--- src/rtl/io_core_multi_pkg.sv ---
// Shared constants, helpers and types for the multi-probe I/O core.
package io_core_multi_pkg;

    // CTRL register bit positions
    localparam int CTRL_CONT = 0;
    localparam int CTRL_SNAP = 1;
    localparam int CTRL_PER  = 2;

    // Register offsets from the base address
    localparam int CTRL_OFS   = 0;
    localparam int PERIOD_OFS = 1;
    localparam int COUNT_OFS  = 2;
    localparam int PROBE_OFS  = 3;

    // Number of 16-bit bus words needed to hold a probe of the given width
    function automatic int words(input int width);
        return (width + 15) / 16;
    endfunction

    // Periodic capture timer states
    typedef enum logic {
        TMR_IDLE = 1'b0,
        TMR_RUN  = 1'b1
    } tmr_state_e;

endpackage

--- src/rtl/io_core_multi_if.sv ---
// Bridge bus between bridge_rx, the probe core and bridge_tx.
// The *_i group is the incoming request, the *_o group the registered
// pass-through / read response.
interface io_core_multi_if;
    logic [15:0] addr_i;
    logic [15:0] data_i;
    logic        rw_i;
    logic        valid_i;
    logic [15:0] addr_o;
    logic [15:0] data_o;
    logic        rw_o;
    logic        valid_o;

    modport slave (
        input  addr_i, data_i, rw_i, valid_i,
        output addr_o, data_o, rw_o, valid_o
    );

    modport master (
        output addr_i, data_i, rw_i, valid_i,
        input  addr_o, data_o, rw_o, valid_o
    );
endinterface

--- src/rtl/io_core_capture_timer.sv ---
// Periodic capture timer: counts PERIOD cycles and raises tick when the
// count reaches zero. A reload restarts the count from the new period.
module io_core_capture_timer
    import io_core_multi_pkg::*;
(
    input  logic        clk,
    input  logic        rst,
    input  logic        per_en,
    input  logic [15:0] period,
    input  logic        reload,
    output logic        tick
);

    tmr_state_e  state_r;
    tmr_state_e  state_next_s;
    logic [15:0] timer_r;
    logic [15:0] timer_next_s;
    logic        active_s;

    assign active_s = per_en && (period != 16'h0000);

    // State and down-counter registers
    always_ff @(posedge clk) begin
        if (rst) begin
            state_r <= TMR_IDLE;
            timer_r <= 16'h0000;
        end else begin
            state_r <= state_next_s;
            timer_r <= timer_next_s;
        end
    end

    // Next-state, counter update and tick decode
    always_comb begin
        state_next_s = state_r;
        timer_next_s = timer_r;
        tick         = 1'b0;
        case (state_r)
            TMR_IDLE: begin
                if (active_s) begin
                    state_next_s = TMR_RUN;
                    timer_next_s = period - 16'd1;
                end else begin
                    timer_next_s = 16'h0000;
                end
            end
            TMR_RUN: begin
                if (!active_s) begin
                    state_next_s = TMR_IDLE;
                    timer_next_s = 16'h0000;
                end else begin
                    tick = (timer_r == 16'h0000);
                    if (reload || (timer_r == 16'h0000)) begin
                        timer_next_s = period - 16'd1;
                    end else begin
                        timer_next_s = timer_r - 16'd1;
                    end
                end
            end
            default: begin
                state_next_s = TMR_IDLE;
                timer_next_s = 16'h0000;
            end
        endcase
    end

endmodule

--- src/rtl/io_core_multi.sv ---
// Multi-probe I/O core: N_IN input probes and N_OUT double-buffered output
// probes mapped onto the 16-bit bridge bus, with continuous, snapshot and
// periodic capture. Bus traffic passes through with one cycle of latency.
module io_core_multi
    import io_core_multi_pkg::*;
#(
    parameter logic [15:0] BASE_ADDR = 16'h0000,
    parameter int          N_IN      = 3,
    parameter int          IN_WIDTH  = 32,
    parameter int          N_OUT     = 1,
    parameter int          OUT_WIDTH = 16,
    parameter logic [63:0] OUT_RESET = 64'h0
) (
    input  logic                                          clk,
    input  logic                                          rst,
    input  logic [N_IN*IN_WIDTH-1:0]                      in_probe,
    output logic [((N_OUT > 0) ? N_OUT : 1)*OUT_WIDTH-1:0] out_probe,
    io_core_multi_if.slave                                bus,
    output logic                                          capture_o
);

    localparam int WI     = words(IN_WIDTH);
    localparam int WO     = words(OUT_WIDTH);
    localparam int NO     = (N_OUT > 0) ? N_OUT : 1;
    localparam int SH_OFS = PROBE_OFS + N_IN * WI;
    localparam int TOTAL  = SH_OFS + N_OUT * WO;
    localparam logic [OUT_WIDTH-1:0] OUT_RST = OUT_RESET[OUT_WIDTH-1:0];

    // Register state
    logic                 cont_r;
    logic                 per_r;
    logic                 pending_r;
    logic [15:0]          period_r;
    logic [15:0]          count_r;
    logic                 reload_r;
    logic                 capture_r;
    logic [IN_WIDTH-1:0]  in_buf_r   [N_IN];
    logic [OUT_WIDTH-1:0] shadow_r   [NO];
    logic [OUT_WIDTH-1:0] out_r      [NO];

    // Decode and datapath
    logic [15:0]          offset_s;
    logic                 in_range_s;
    logic                 rd_s;
    logic                 wr_s;
    logic                 ctrl_wr_s;
    logic                 period_wr_s;
    logic                 snap_wr_s;
    logic                 tick_s;
    logic                 capture_s;
    logic [15:0]          rd_data_s;
    logic [15:0]          rd_word_s      [TOTAL];
    logic [WI*16-1:0]     in_pad_s       [N_IN];
    logic [WO*16-1:0]     shadow_pad_s   [NO];
    logic [OUT_WIDTH-1:0] shadow_next_s  [NO];

    // Addresses below the base wrap to large offsets and fall out of range
    assign offset_s    = bus.addr_i - BASE_ADDR;
    assign in_range_s  = bus.valid_i && (offset_s < 16'(TOTAL));
    assign rd_s        = in_range_s && !bus.rw_i;
    assign wr_s        = in_range_s && bus.rw_i;
    assign ctrl_wr_s   = wr_s && (offset_s == 16'(CTRL_OFS));
    assign period_wr_s = wr_s && (offset_s == 16'(PERIOD_OFS));
    assign snap_wr_s   = ctrl_wr_s && bus.data_i[CTRL_SNAP];
    assign capture_s   = cont_r || pending_r || tick_s;

    io_core_capture_timer u_timer (
        .clk    (clk),
        .rst    (rst),
        .per_en (per_r),
        .period (period_r),
        .reload (reload_r),
        .tick   (tick_s)
    );

    // Read word table: control words first, then input and shadow probe words
    assign rd_word_s[CTRL_OFS]   = {13'h0000, per_r, pending_r, cont_r};
    assign rd_word_s[PERIOD_OFS] = period_r;
    assign rd_word_s[COUNT_OFS]  = count_r;

    for (genvar gk = 0; gk < N_IN; gk++) begin : g_in
        assign in_pad_s[gk] = (WI*16)'(in_buf_r[gk]);
        for (genvar gw = 0; gw < WI; gw++) begin : g_in_word
            assign rd_word_s[PROBE_OFS + gk*WI + gw] = in_pad_s[gk][gw*16 +: 16];
        end
    end

    for (genvar gp = 0; gp < N_OUT; gp++) begin : g_sh
        for (genvar gw = 0; gw < WO; gw++) begin : g_sh_word
            assign rd_word_s[SH_OFS + gp*WO + gw] = shadow_pad_s[gp][gw*16 +: 16];
        end
    end

    for (genvar gp = 0; gp < NO; gp++) begin : g_out
        assign out_probe[gp*OUT_WIDTH +: OUT_WIDTH] = out_r[gp];
    end

    assign capture_o = capture_r;

    // Read multiplexer over the word table
    always_comb begin
        rd_data_s = 16'h0000;
        for (int i = 0; i < TOTAL; i++) begin
            rd_data_s = (offset_s == 16'(i)) ? rd_word_s[i] : rd_data_s;
        end
    end

    // Shadow write merge; bits beyond OUT_WIDTH in the top word are dropped
    always_comb begin
        for (int p = 0; p < NO; p++) begin
            shadow_pad_s[p] = (WO*16)'(shadow_r[p]);
        end
        for (int p = 0; p < N_OUT; p++) begin
            for (int w = 0; w < WO; w++) begin
                shadow_pad_s[p][w*16 +: 16] =
                    (wr_s && (offset_s == 16'(SH_OFS + p*WO + w))) ?
                    bus.data_i : shadow_pad_s[p][w*16 +: 16];
            end
        end
        for (int p = 0; p < NO; p++) begin
            shadow_next_s[p] = shadow_pad_s[p][OUT_WIDTH-1:0];
        end
    end

    // Bus pass-through with read data substitution
    always_ff @(posedge clk) begin
        if (rst) begin
            bus.addr_o  <= 16'h0000;
            bus.data_o  <= 16'h0000;
            bus.rw_o    <= 1'b0;
            bus.valid_o <= 1'b0;
        end else begin
            bus.addr_o  <= bus.addr_i;
            bus.data_o  <= rd_s ? rd_data_s : bus.data_i;
            bus.rw_o    <= bus.rw_i;
            bus.valid_o <= bus.valid_i;
        end
    end

    // Control registers, capture buffers and capture pulse
    always_ff @(posedge clk) begin
        if (rst) begin
            cont_r    <= 1'b0;
            per_r     <= 1'b0;
            pending_r <= 1'b0;
            period_r  <= 16'h0000;
            count_r   <= 16'h0000;
            reload_r  <= 1'b0;
            capture_r <= 1'b0;
            for (int k = 0; k < N_IN; k++) in_buf_r[k] <= '0;
            for (int p = 0; p < NO; p++) begin
                shadow_r[p] <= OUT_RST;
                out_r[p]    <= OUT_RST;
            end
        end else begin
            if (ctrl_wr_s) begin
                cont_r <= bus.data_i[CTRL_CONT];
                per_r  <= bus.data_i[CTRL_PER];
            end
            if (period_wr_s) begin
                period_r <= bus.data_i;
            end
            // A pending snapshot always captures this cycle, so a SNAP write
            // arriving now merges into it instead of queueing a second one.
            if (snap_wr_s) begin
                pending_r <= !pending_r;
            end else if (capture_s) begin
                pending_r <= 1'b0;
            end
            reload_r  <= period_wr_s || (ctrl_wr_s && bus.data_i[CTRL_PER]);
            capture_r <= capture_s;
            if (capture_s) begin
                count_r <= count_r + 16'd1;
                for (int k = 0; k < N_IN; k++) begin
                    in_buf_r[k] <= in_probe[k*IN_WIDTH +: IN_WIDTH];
                end
                for (int p = 0; p < NO; p++) begin
                    out_r[p] <= shadow_r[p];
                end
            end
            for (int p = 0; p < NO; p++) begin
                shadow_r[p] <= shadow_next_s[p];
            end
        end
    end

endmodule

--- src/flat_wrapper.sv ---
// flat-port wrapper written by rule: the top's interface ports become plain ports
module io_core_multi_flat import io_core_multi_pkg::*;
#(
    parameter logic [15:0] BASE_ADDR = 16'h0000,
    parameter int          N_IN      = 3,
    parameter int          IN_WIDTH  = 32,
    parameter int          N_OUT     = 1,
    parameter int          OUT_WIDTH = 16,
    parameter logic [63:0] OUT_RESET = 64'h0
)
  (clk, rst, in_probe, out_probe, capture_o, bus_addr_i, bus_data_i, bus_rw_i, bus_valid_i, bus_addr_o, bus_data_o, bus_rw_o, bus_valid_o);
  io_core_multi_if bus_i ();
  input  logic clk;
  input  logic rst;
  input  logic [N_IN*IN_WIDTH-1:0] in_probe;
  output logic [((N_OUT > 0) ? N_OUT : 1)*OUT_WIDTH-1:0] out_probe;
  output logic capture_o;
  input wire logic [$bits(bus_i.addr_i)-1:0] bus_addr_i;
  input wire logic [$bits(bus_i.data_i)-1:0] bus_data_i;
  input wire logic [$bits(bus_i.rw_i)-1:0] bus_rw_i;
  input wire logic [$bits(bus_i.valid_i)-1:0] bus_valid_i;
  output wire logic [$bits(bus_i.addr_o)-1:0] bus_addr_o;
  output wire logic [$bits(bus_i.data_o)-1:0] bus_data_o;
  output wire logic [$bits(bus_i.rw_o)-1:0] bus_rw_o;
  output wire logic [$bits(bus_i.valid_o)-1:0] bus_valid_o;
  assign bus_i.addr_i = bus_addr_i;
  assign bus_i.data_i = bus_data_i;
  assign bus_i.rw_i = bus_rw_i;
  assign bus_i.valid_i = bus_valid_i;
  assign bus_addr_o = bus_i.addr_o;
  assign bus_data_o = bus_i.data_o;
  assign bus_rw_o = bus_i.rw_o;
  assign bus_valid_o = bus_i.valid_o;
  io_core_multi #(.BASE_ADDR(BASE_ADDR), .N_IN(N_IN), .IN_WIDTH(IN_WIDTH), .N_OUT(N_OUT), .OUT_WIDTH(OUT_WIDTH), .OUT_RESET(OUT_RESET)) u_core (.clk(clk), .rst(rst), .in_probe(in_probe), .out_probe(out_probe), .bus(bus_i), .capture_o(capture_o));
endmodule
--- config.mk ---
export PLATFORM = sky130hd
export DESIGN_NAME = io_core_multi_flat
export DESIGN_NICKNAME = d
export VERILOG_FILES = /design/src/rtl/io_core_multi_pkg.sv /design/src/rtl/io_core_multi_if.sv /design/src/rtl/io_core_capture_timer.sv /design/src/rtl/io_core_multi.sv /design/src/flat_wrapper.sv
export SDC_FILE = /design/constraint.sdc
export NUM_CORES = 1
export LEC_CHECK = 0
export CORE_MARGIN = 8
export CORE_UTILIZATION = 45
export CTS_CLUSTER_DIAMETER = 100
export DETAILED_ROUTE_END_ITERATION = 10
export GPL_TIMING_DRIVEN = 0
export PLACE_DENSITY = 0.7
export SLEW_MARGIN = 20
export SYNTH_ARGS = -nofsm -noshare
export SYNTH_HDL_FRONTEND = slang
export SYNTH_SLANG_ARGS = --single-unit
--- constraint.sdc ---
create_clock -name clk -period 10.67 [get_ports clk]
set_input_delay 2.134 -clock clk [delete_from_list [all_inputs] [get_ports clk]]
set_output_delay 2.134 -clock clk [all_outputs]
set_load 0.01 [all_outputs]
# Word-level counts from Yosys, hierarchy flattened
# Memory sizes are Yosys's and may differ from the RTL's.
# Index checks and enable logic that the tools add are counted.
# totals
latch_bits,0
mem_count,3
ramBits,128
word_cells,88
out_inout_bits,51
reg_bits,88
inputBits,132
mem_bits_ro,0
# mem_list
memory,words,width,rd,rd_clocked_by_memory_dff,wr,line_no,rtl
u_core.in_buf_r,3,32,3,0,3,io_core_multi.sv:37,logic [IN_WIDTH-1:0] in_buf_r [N_IN];
u_core.out_r,1,16,1,0,1,io_core_multi.sv:39,logic [OUT_WIDTH-1:0] out_r [NO];
u_core.shadow_r,1,16,1,0,1,io_core_multi.sv:38,logic [OUT_WIDTH-1:0] shadow_r [NO];
# classes
div_mod_pow,0
magnitude_cmp,1
add_sub_neg,3
bitwise_logic,4
n_shift,0
n_mul,0
n_eq_ne,9
muxes,34
n_reduce_logical,21
# op_table
cell,count
two-way mux 16 bit,16
two-way mux 32 bit,3
== test 16 x 3 -> 1 bit (second input constant),4
== test 16 x 2 -> 1 bit (second input constant),2
== test 16 x 4 -> 1 bit (second input constant),2
zero test 16 bit,2
one-hot mux 16 bit (2 select lines),1
OR reduction 16 bit,2
subtractor 16 x 1 -> 16 bit (second input constant),2
adder 16 x 1 -> 16 bit (second input constant),1
== test 16 x 1 -> 1 bit (second input constant),1
< comparator 16 x 4 -> 1 bit (second input constant),1
nonzero test 16 bit,1
two-way mux 1 bit,13
logical AND 1 bit,9
logical OR 1 bit,4
two-way mux 3 bit,1
OR 1 bit,3
zero test 1 bit,2
nonzero test 2 bit,1
inverter 1 bit,1

# Logic depth before layout (Yosys ltp)
# Gate-level depths: netlist (run 1).
# depth
depth_word,12
mapped_depth,9
depth_no_buf,7

# Hierarchy
# From an unflattened synthesis (run 1), not the netlist that was laid out.
# unflattened
cells_unflattened,936
area_unflattened_um2,10182.3
# modules_own_cells
module,area_each_um2,cells_per_inst,instances,seq_area_each_um2
io_core_multi,8957.3,796,1,5104.9
io_core_capture_timer,1224.9,140,1,340.3

# Worst setup path before layout (run 1)
# Ideal clock, no wire load.
# synth_timing
kind,input port to flip-flop
startpoint,input port rst
endpoint,memory u_core.in_buf_r[0][0] (enable)
setup_slack_ns,4.483
path_stages,3
n_path_buf,1
setup_time_ns,1.289
arrival_time_ns,4.898
required_ns,9.381
cell_sequence,clkbuf_1 > inv_1 > nand3_1
# synth_lines
element,line_no,rtl
start: declaration,flat_wrapper.sv:14,input logic rst;
end: declaration,io_core_multi.sv:37,

# Final worst setup path (run 1)
# layout_timing
startpoint,input port bus_addr_i[2]
endpoint,register u_core.bus.data_o[1]
# layout_between
elab_chain_cells,12
elab_cells_between_ends,27
classes_between,1 x order compare; 9 x eq/ne; 12 x mux; 5 x reduce/logical
# layout_lines
element,line_no,rtl
start: declaration,flat_wrapper.sv:18,input wire logic [$bits(bus_i.addr_i)-1:0] bus_addr_i;
zero test 16 bit,io_core_multi.sv:104,rd_data_s = (offset_s == 16'(i)) ? rd_word_s[i] : rd_data_s;
two-way mux 3 bit,io_core_multi.sv:104,
two-way mux 16 bit (9 in a row),io_core_multi.sv:104,
two-way mux 16 bit *,io_core_multi.sv:134,bus.data_o <= rd_s ? rd_data_s : bus.data_i;
end signal: assignment,io_core_multi.sv:134,
end: declaration,io_core_multi_if.sv:16,"output addr_o, data_o, rw_o, valid_o"
# Every way passes the cells marked *; elsewhere a longest branch is shown, timed or not.
# A chain may end at the register's enable or synchronous reset.

==> out/metrics.cfg, run 1 <==
[cells_and_area]
area_growth_pct = 29.7
drive_gt1_share_pct = 7.40
final_nets = 1322
fin_cells = 1483
post-route-util_pct = 59.6

[sta]
finalCritPeriodShare_pct = 44.8
fin_crit_ns = 4.78
hold_slack_ns = 0.473
rsz0062_at_grt = false
finalHoldViolCount = 0
slew_headroom_pct = 31.4
clock_skew_ns = 0.00977
drv_slew = 0
final-setup-viol-count = 0
clock.fmax_mhz = 209
fin_setup_tns_ns = 0
worstMarginPinSlew_ns = 1.03

[cts]
postCtsSetupRepairBufs = 0
clock_path_buffers = 3
cts_tree = done
root_buffer = clkbuf_16
cts_buffers = 23
clkSlewWorstSetupHoldPaths_ns = 0.06
post_cts_resized = 0
htree_levels = 1
ctsHoldBuffers = 0
clk_latency_ns = 0.51
cts_sinks = 216

[floorplanning]
die_w_um = 165
fp.dieArea_mm2 = 0.0273
initial_core_util_pct = 46.0
io_pins = 183
rows = 54
die_y_um = 165
coreArea_mm2 = 0.0218

[min_path]
worstHoldPathType = reg -> reg
hold_end = u_core.shadow_r[0][1]
whs_path_depth = 2
hold_start = u_core.shadow_r[0][1]

[power_and_ir_drop]
intPower_uw = 1460
clkPwrFrac_pct = 44.0
combPwrFrac_pct = 7.4
leakagePower_uw = 0.00470
power.density_mw_per_mm2 = 142
power.switching_uw = 390
ir_drop_mv = 0.0899
power_uw = 1850
swShare_pct = 21.1
seq_power_share_pct = 48.6

[route]
wl_per_cell_um = 19.7
wl_met1_mm = 12.5
drtPass1Iterations = 5
top_layer_used = met4
final_antenna_net_count = 0
drc = 0
met2_length_mm = 13.2
drtIter0Drc = 821
via_per_inst = 5.50
num_vias = 8161
wl_mm = 29.3
wl_met3_mm = 2.86

[logic_synthesis]
synth_top_cell_by_area = edfxtp_1
synth-xor-area-share_pct = 2.10
synth-simple-area-share_pct = 22.6
avgSynthCellArea_um2 = 10.2
synthAdderAreaFrac_pct = 0.499
synthFlopType = edfxtp_1
syn_inst = 980
synth-seq-cells = 216
synth-edff-count = 112
synth_top_family_by_area = simple AND/OR/NAND/NOR gates
yosys_warnings = 0
ys_seq_area_share_pct = 54.3
syn_area_mm2 = 0.0100
syn-num-nets = 1116
synthMuxAreaShare_pct = 4.32
synth_cell_type_count = 62
synth_compound_area_share_pct = 12.9
synth-async-reset-ratio_pct = 0
synthTopCellsByArea = edfxtp_1 (34%), dfxtp_1 (21%), and2_1 (7.0%)
yosysTopAreaCellShare_pct = 33.5

[critical_path]
r2r_start = u_core.period_r[0]
crit_required_ns = 11.08
endpoint_kind = flip-flop
critPathMaxFanout = 10
critPathKind = in -> reg
regToRegSetupSlack_ns = 7.08
timing.rr.end = u_core.out_r[0][0]
r2r_cells = 8
critPathLaunchType = input port
cp_data_arrival_time_ns = 5.18

[grt]
grt_usage_pct = 20.9
grt.overflow.total = 0
grt_max_degree = 54
grt_pass1_wl_mm = 44.2
grt_pass1_vias = 7939
antenna_found_initial = 1

[placement]
dp.cells = 1441
dp_hpwl_mm = 22.6
gp_congestion = 0.914
port_buffers = 179

[outcome]
status = finished, final reports clean

[run]
cap_violations = 0

[routing by layer]
metal	vias up	global-route usage (%)
met2	369	32.5
met1	3804	28.6
li1	3940	-
met4	0	5.97
met5	-	0
met3	48	4.76
[layout make-up]
class / instances / area (um^2)
multi-input combinational: 681 / 4270
fill: 1825 / 8820
antenna: 1 / 2.50
clock buffer: 27 / 591
clock inverter: 14 / 174
timing repair buffer: 181 / 1840
inverter: 12 / 45.0
tap: 280 / 350
sequential: 216 / 5450
buffer: 71 / 293
[synthesized netlist by cell type, types with 3 or more instances]
| cell type | number |
|---|---|
| a211o_1 | 6 |
| o22a_1 | 7 |
| nand4b_1 | 3 |
| nand2_1 | 90 |
| o21ai_0 | 25 |
| or3_1 | 3 |
| clkbuf_2 | 7 |
| a211oi_1 | 25 |
| inv_1 | 12 |
| xor2_1 | 8 |
| buf_1 | 4 |
| mux2_2 | 24 |
| xnor2_1 | 16 |
| and2_1 | 112 |
| nor2b_1 | 34 |
| o22ai_1 | 6 |
| nand2b_1 | 8 |
| dfxtp_1 | 104 |
| edfxtp_1 | 112 |
| o221ai_1 | 8 |
| nand4_1 | 12 |
| o21a_1 | 5 |
| nand3b_1 | 5 |
| nor2_1 | 75 |
| buf_2 | 5 |
| clkbuf_1 | 53 |
| nor3_1 | 17 |
| ha_1 | 4 |
| mux4_2 | 5 |
| a21oi_1 | 64 |
| nor4_1 | 12 |
| mux2i_1 | 5 |
| a21o_1 | 7 |
| nand3_1 | 18 |
| and3_1 | 4 |
| or4_1 | 17 |
| a22oi_1 | 25 |
[cells by family (layout without fill, tap and decap cells)]
group	after synthesis	count (layout)
XOR/XNOR	24	24
buffers and inverters	83	305
other	0	1
adder cells (fa/ha/maj)	4	4
flip-flops	216	216
AO/OA/AOI/OAI	196	196
multiplexers	34	34
AND/OR/NAND/NOR	423	423
[cells in the final DEF, fill, tap and decap left out, drive strengths merged, types with 12 or more instances in the layout]
cell type and count:
a211oi 25, a21oi 65, a22oi 25, and2 113, buf 13, clkbuf 87
clkdlybuf4s50 179, dfxtp 104, edfxtp 112, inv 13, mux2 24, nand2 90
nand3 18, nand4 12, nor2 75, nor2b 34, nor3 18, nor4 13
o21ai 25, or4 18, xnor2 16
[critical path, cell delays in order]
cell and delay [ns]:
clkdlybuf4s50_1 0.49, clkbuf_1 0.27, or4b_2 0.80, nor4_1 0.65
buf_2 0.41, a221oi_1 0.14, a211oi_1 0.29
[through the flow]
stage          worst slack, ns  area (um^2)
2_1_floorplan             4.48        10000
6_report                  5.90        13000
3_3_place_gp              2.20        12200
4_1_cts                   5.92        13000
5_1_grt                   5.65        13000
3_5_place_dp              5.40        12200
[registers in the layout, summed over array words and instances, names as in the netlist, 16 cells and up]
name and cells:
u_core.in_buf_r 96, u_core.bus.addr_o 16, u_core.bus.data_o 16, u_core.count_r 16, u_core.out_r 16, u_core.period_r 16
u_core.shadow_r 16, u_core.u_timer.timer_r 16
[power groups by stage]
stage                     clock, uW  sequential [uW]  combinational, uW
final                           813              899                138
after global routing            859              900                147
after CTS                       824              899                138
after detailed placement          0              917                137
after global placement            0              921                134
after floorplan                   0              922               42.3
[how the worst max path moves through the flow]
stage / end / slack [ns] / start
final: u_core.bus.data_o[1] / 5.90 / bus_addr_i[2]
after global routing: u_core.bus.data_o[1] / 5.65 / bus_addr_i[2]
after CTS: u_core.bus.data_o[1] / 5.92 / bus_addr_i[2]
after detailed placement: u_core.bus.data_o[1] / 5.40 / bus_addr_i[2]
after global placement: u_core.out_r[0][15] / 2.20 / rst
after floorplan: u_core.in_buf_r[0][0] / 4.48 / rst
(Power assumes the default switching activity.)
==> run 2: changes to the inputs <==
Clock period 10.67 ns to 4.9 ns, I/O delays scaled along.
==> run 2 against run 1 <==
Against the previous run: die area unchanged; critical path depth up 2; global-route usage about the same; first-iteration DRC count rose by 5.1%; cell area is 0.63% lower; clock-buffer cell count rose by 6; flip-flop and latch count did not move; cell count stayed put; largest power group unchanged; hold slack barely moved; via count is essentially flat; worst setup slack worse by 5.0 ns.
==> out/metrics.cfg, run 2 (synthesis gave the netlist of run 1 again) <==
[cts]
ctsHoldBuffers = 0
clk_latency_ns = 0.51
post_cts_resized = 0
postCtsSetupRepairBufs = 0
clkSlewWorstSetupHoldPaths_ns = 0.06
cts_tree = done
cts_sinks = 216
htree_levels = 1
root_buffer = clkbuf_16
clock_path_buffers = 3
cts_buffers = 23

[cells_and_area]
top_register = u_core.in_buf_r
multi_input_area_mm2 = 0.00426
mostFrequentLayoutCells = clkdlybuf4s50_1 (179), and2_1 (112), edfxtp_1 (112)
layout_commonest_cell = clkdlybuf4s50_1
largest_reg_flops = 96
drive_gt1_share_pct = 6.91
post-route-util_pct = 59.2
final_nets = 1322
seqCellArea_mm2 = 0.00545
fillers = 1876
area_growth_pct = 28.9

[route]
via_per_inst = 5.51
drtIter0Drc = 863
wl_mm = 29.1
num_vias = 8165
wl_per_cell_um = 19.6
drc = 0
final_antenna_net_count = 0
drtPass1Iterations = 5

[placement]
gp_congestion = 0.924
port_buffers = 179
place_ws_ns = 0.817
dp_hpwl_mm = 22.6

[critical_path]
worst-path-buf-inv = 4
critPathLaunchType = flip-flop
critPathMaxFanout = 54
regToRegSetupSlack_ns = 0.92
crit_required_ns = 5.14
endpoint_kind = flip-flop
cp_data_arrival_time_ns = 4.22
critPathKind = reg -> reg
critical_path_depth = 9
cp_top_family = simple AND/OR/NAND/NOR gates
r2r_cells = 9
cp_slowest_cell = nor3b_1
cpPeakStageDelay_ns = 0.89
path_cells = inv_1 > ha_1 > nor3b_1 > nand3_1 > o2111ai_2 > buf_2 > nand3_4 > buf_16 > buf_12

[grt]
grt_pass1_wl_mm = 44.4
grt_usage_pct = 20.8
grt_max_degree = 55
grt.overflow.total = 0
antenna_found_initial = 2
grt_pass1_vias = 7882

[sta]
final-setup-viol-count = 0
drv_slew = 0
fin_setup_tns_ns = 0
slew_headroom_pct = 26.0
worstMarginPinSlew_ns = 1.11
layout_setup_ws_ns = 0.916
finalCritPeriodShare_pct = 81.3
rsz0062_at_grt = false
clock_skew_ns = 0.0145
finalHoldViolCount = 0
hold_slack_ns = 0.473
fin_crit_ns = 3.98
clock.fmax_mhz = 251

[floorplanning]
die_y_um = 165
die_w_um = 165
io_pins = 183
fp.dieArea_mm2 = 0.0273
initial_core_util_pct = 46.0
rows = 54
coreArea_mm2 = 0.0218

[power_and_ir_drop]
power.density_mw_per_mm2 = 300
leakagePower_uw = 0.00466
ir_drop_mv = 0.189

[min_path]
worstHoldPathType = reg -> reg
whs_path_depth = 2

[outcome]
status = finished, final reports clean

[run]
cap_violations = 0

run 2: cell types whose count changed in the layout (fill, tap and decap cells not counted), sizes merged:
cell	previous run	this run
bufinv	4	1
clkinvlp	1	0
clkinv	8	7
inv	13	12
clkbuf	87	93
run 2: routing by layer:
layer	vias to the layer above	track usage (%)	routed length, um
met5	-	0	0
met4	0	5.52	573
met3	46	4.61	2850
met2	365	32.9	13200
met1	3821	28.5	12500
li1	3933	-	-
run 2: worst paths after layout:
check | start | to
setup reg to reg | u_core.period_r[0] | u_core.in_buf_r[0][67]
hold / removal | u_core.shadow_r[0][1] | u_core.shadow_r[0][1]
hold reg to reg | u_core.shadow_r[0][1] | u_core.shadow_r[0][1]
setup / recovery | u_core.period_r[0] | u_core.in_buf_r[0][67]
run 2: where the power goes:
group / internal [uW] / switching, uW / total (uW)
sequential: 1940 / 14.3 / 1960
clock: 935 / 687 / 1620
combinational: 163 / 138 / 301
run 2: final cells by class:
class	instances	share of cell area, %
inverters	12	0.349
plain buffers	71	2.27
multi-input cells	681	33.0
repair buffers	181	14.2
clock buffers	33	4.82
well taps	280	2.71
flip-flops and latches	216	42.1
clock inverters	8	0.513
diodes	1	0.0194
run 2: tightest hold or removal path: cells and delay by family (launching register included):
family / cells / cell delay, ns
AO/OA/AOI/OAI: 1 / 0.05
AND/OR/NAND/NOR: 1 / 0.06
flip-flops: 1 / 0.32
run 2: metrics by stage:
stage / instances / total power (uW) / instance area [um^2]
2_1_floorplan: 980 / 2100 / 10000
3_3_place_gp: 1439 / 2290 / 12200
3_5_place_dp: 1441 / 2300 / 12200
4_1_cts: 1482 / 3900 / 12900
5_1_grt: 1483 / 3990 / 12900
6_report: 1483 / 3880 / 12900
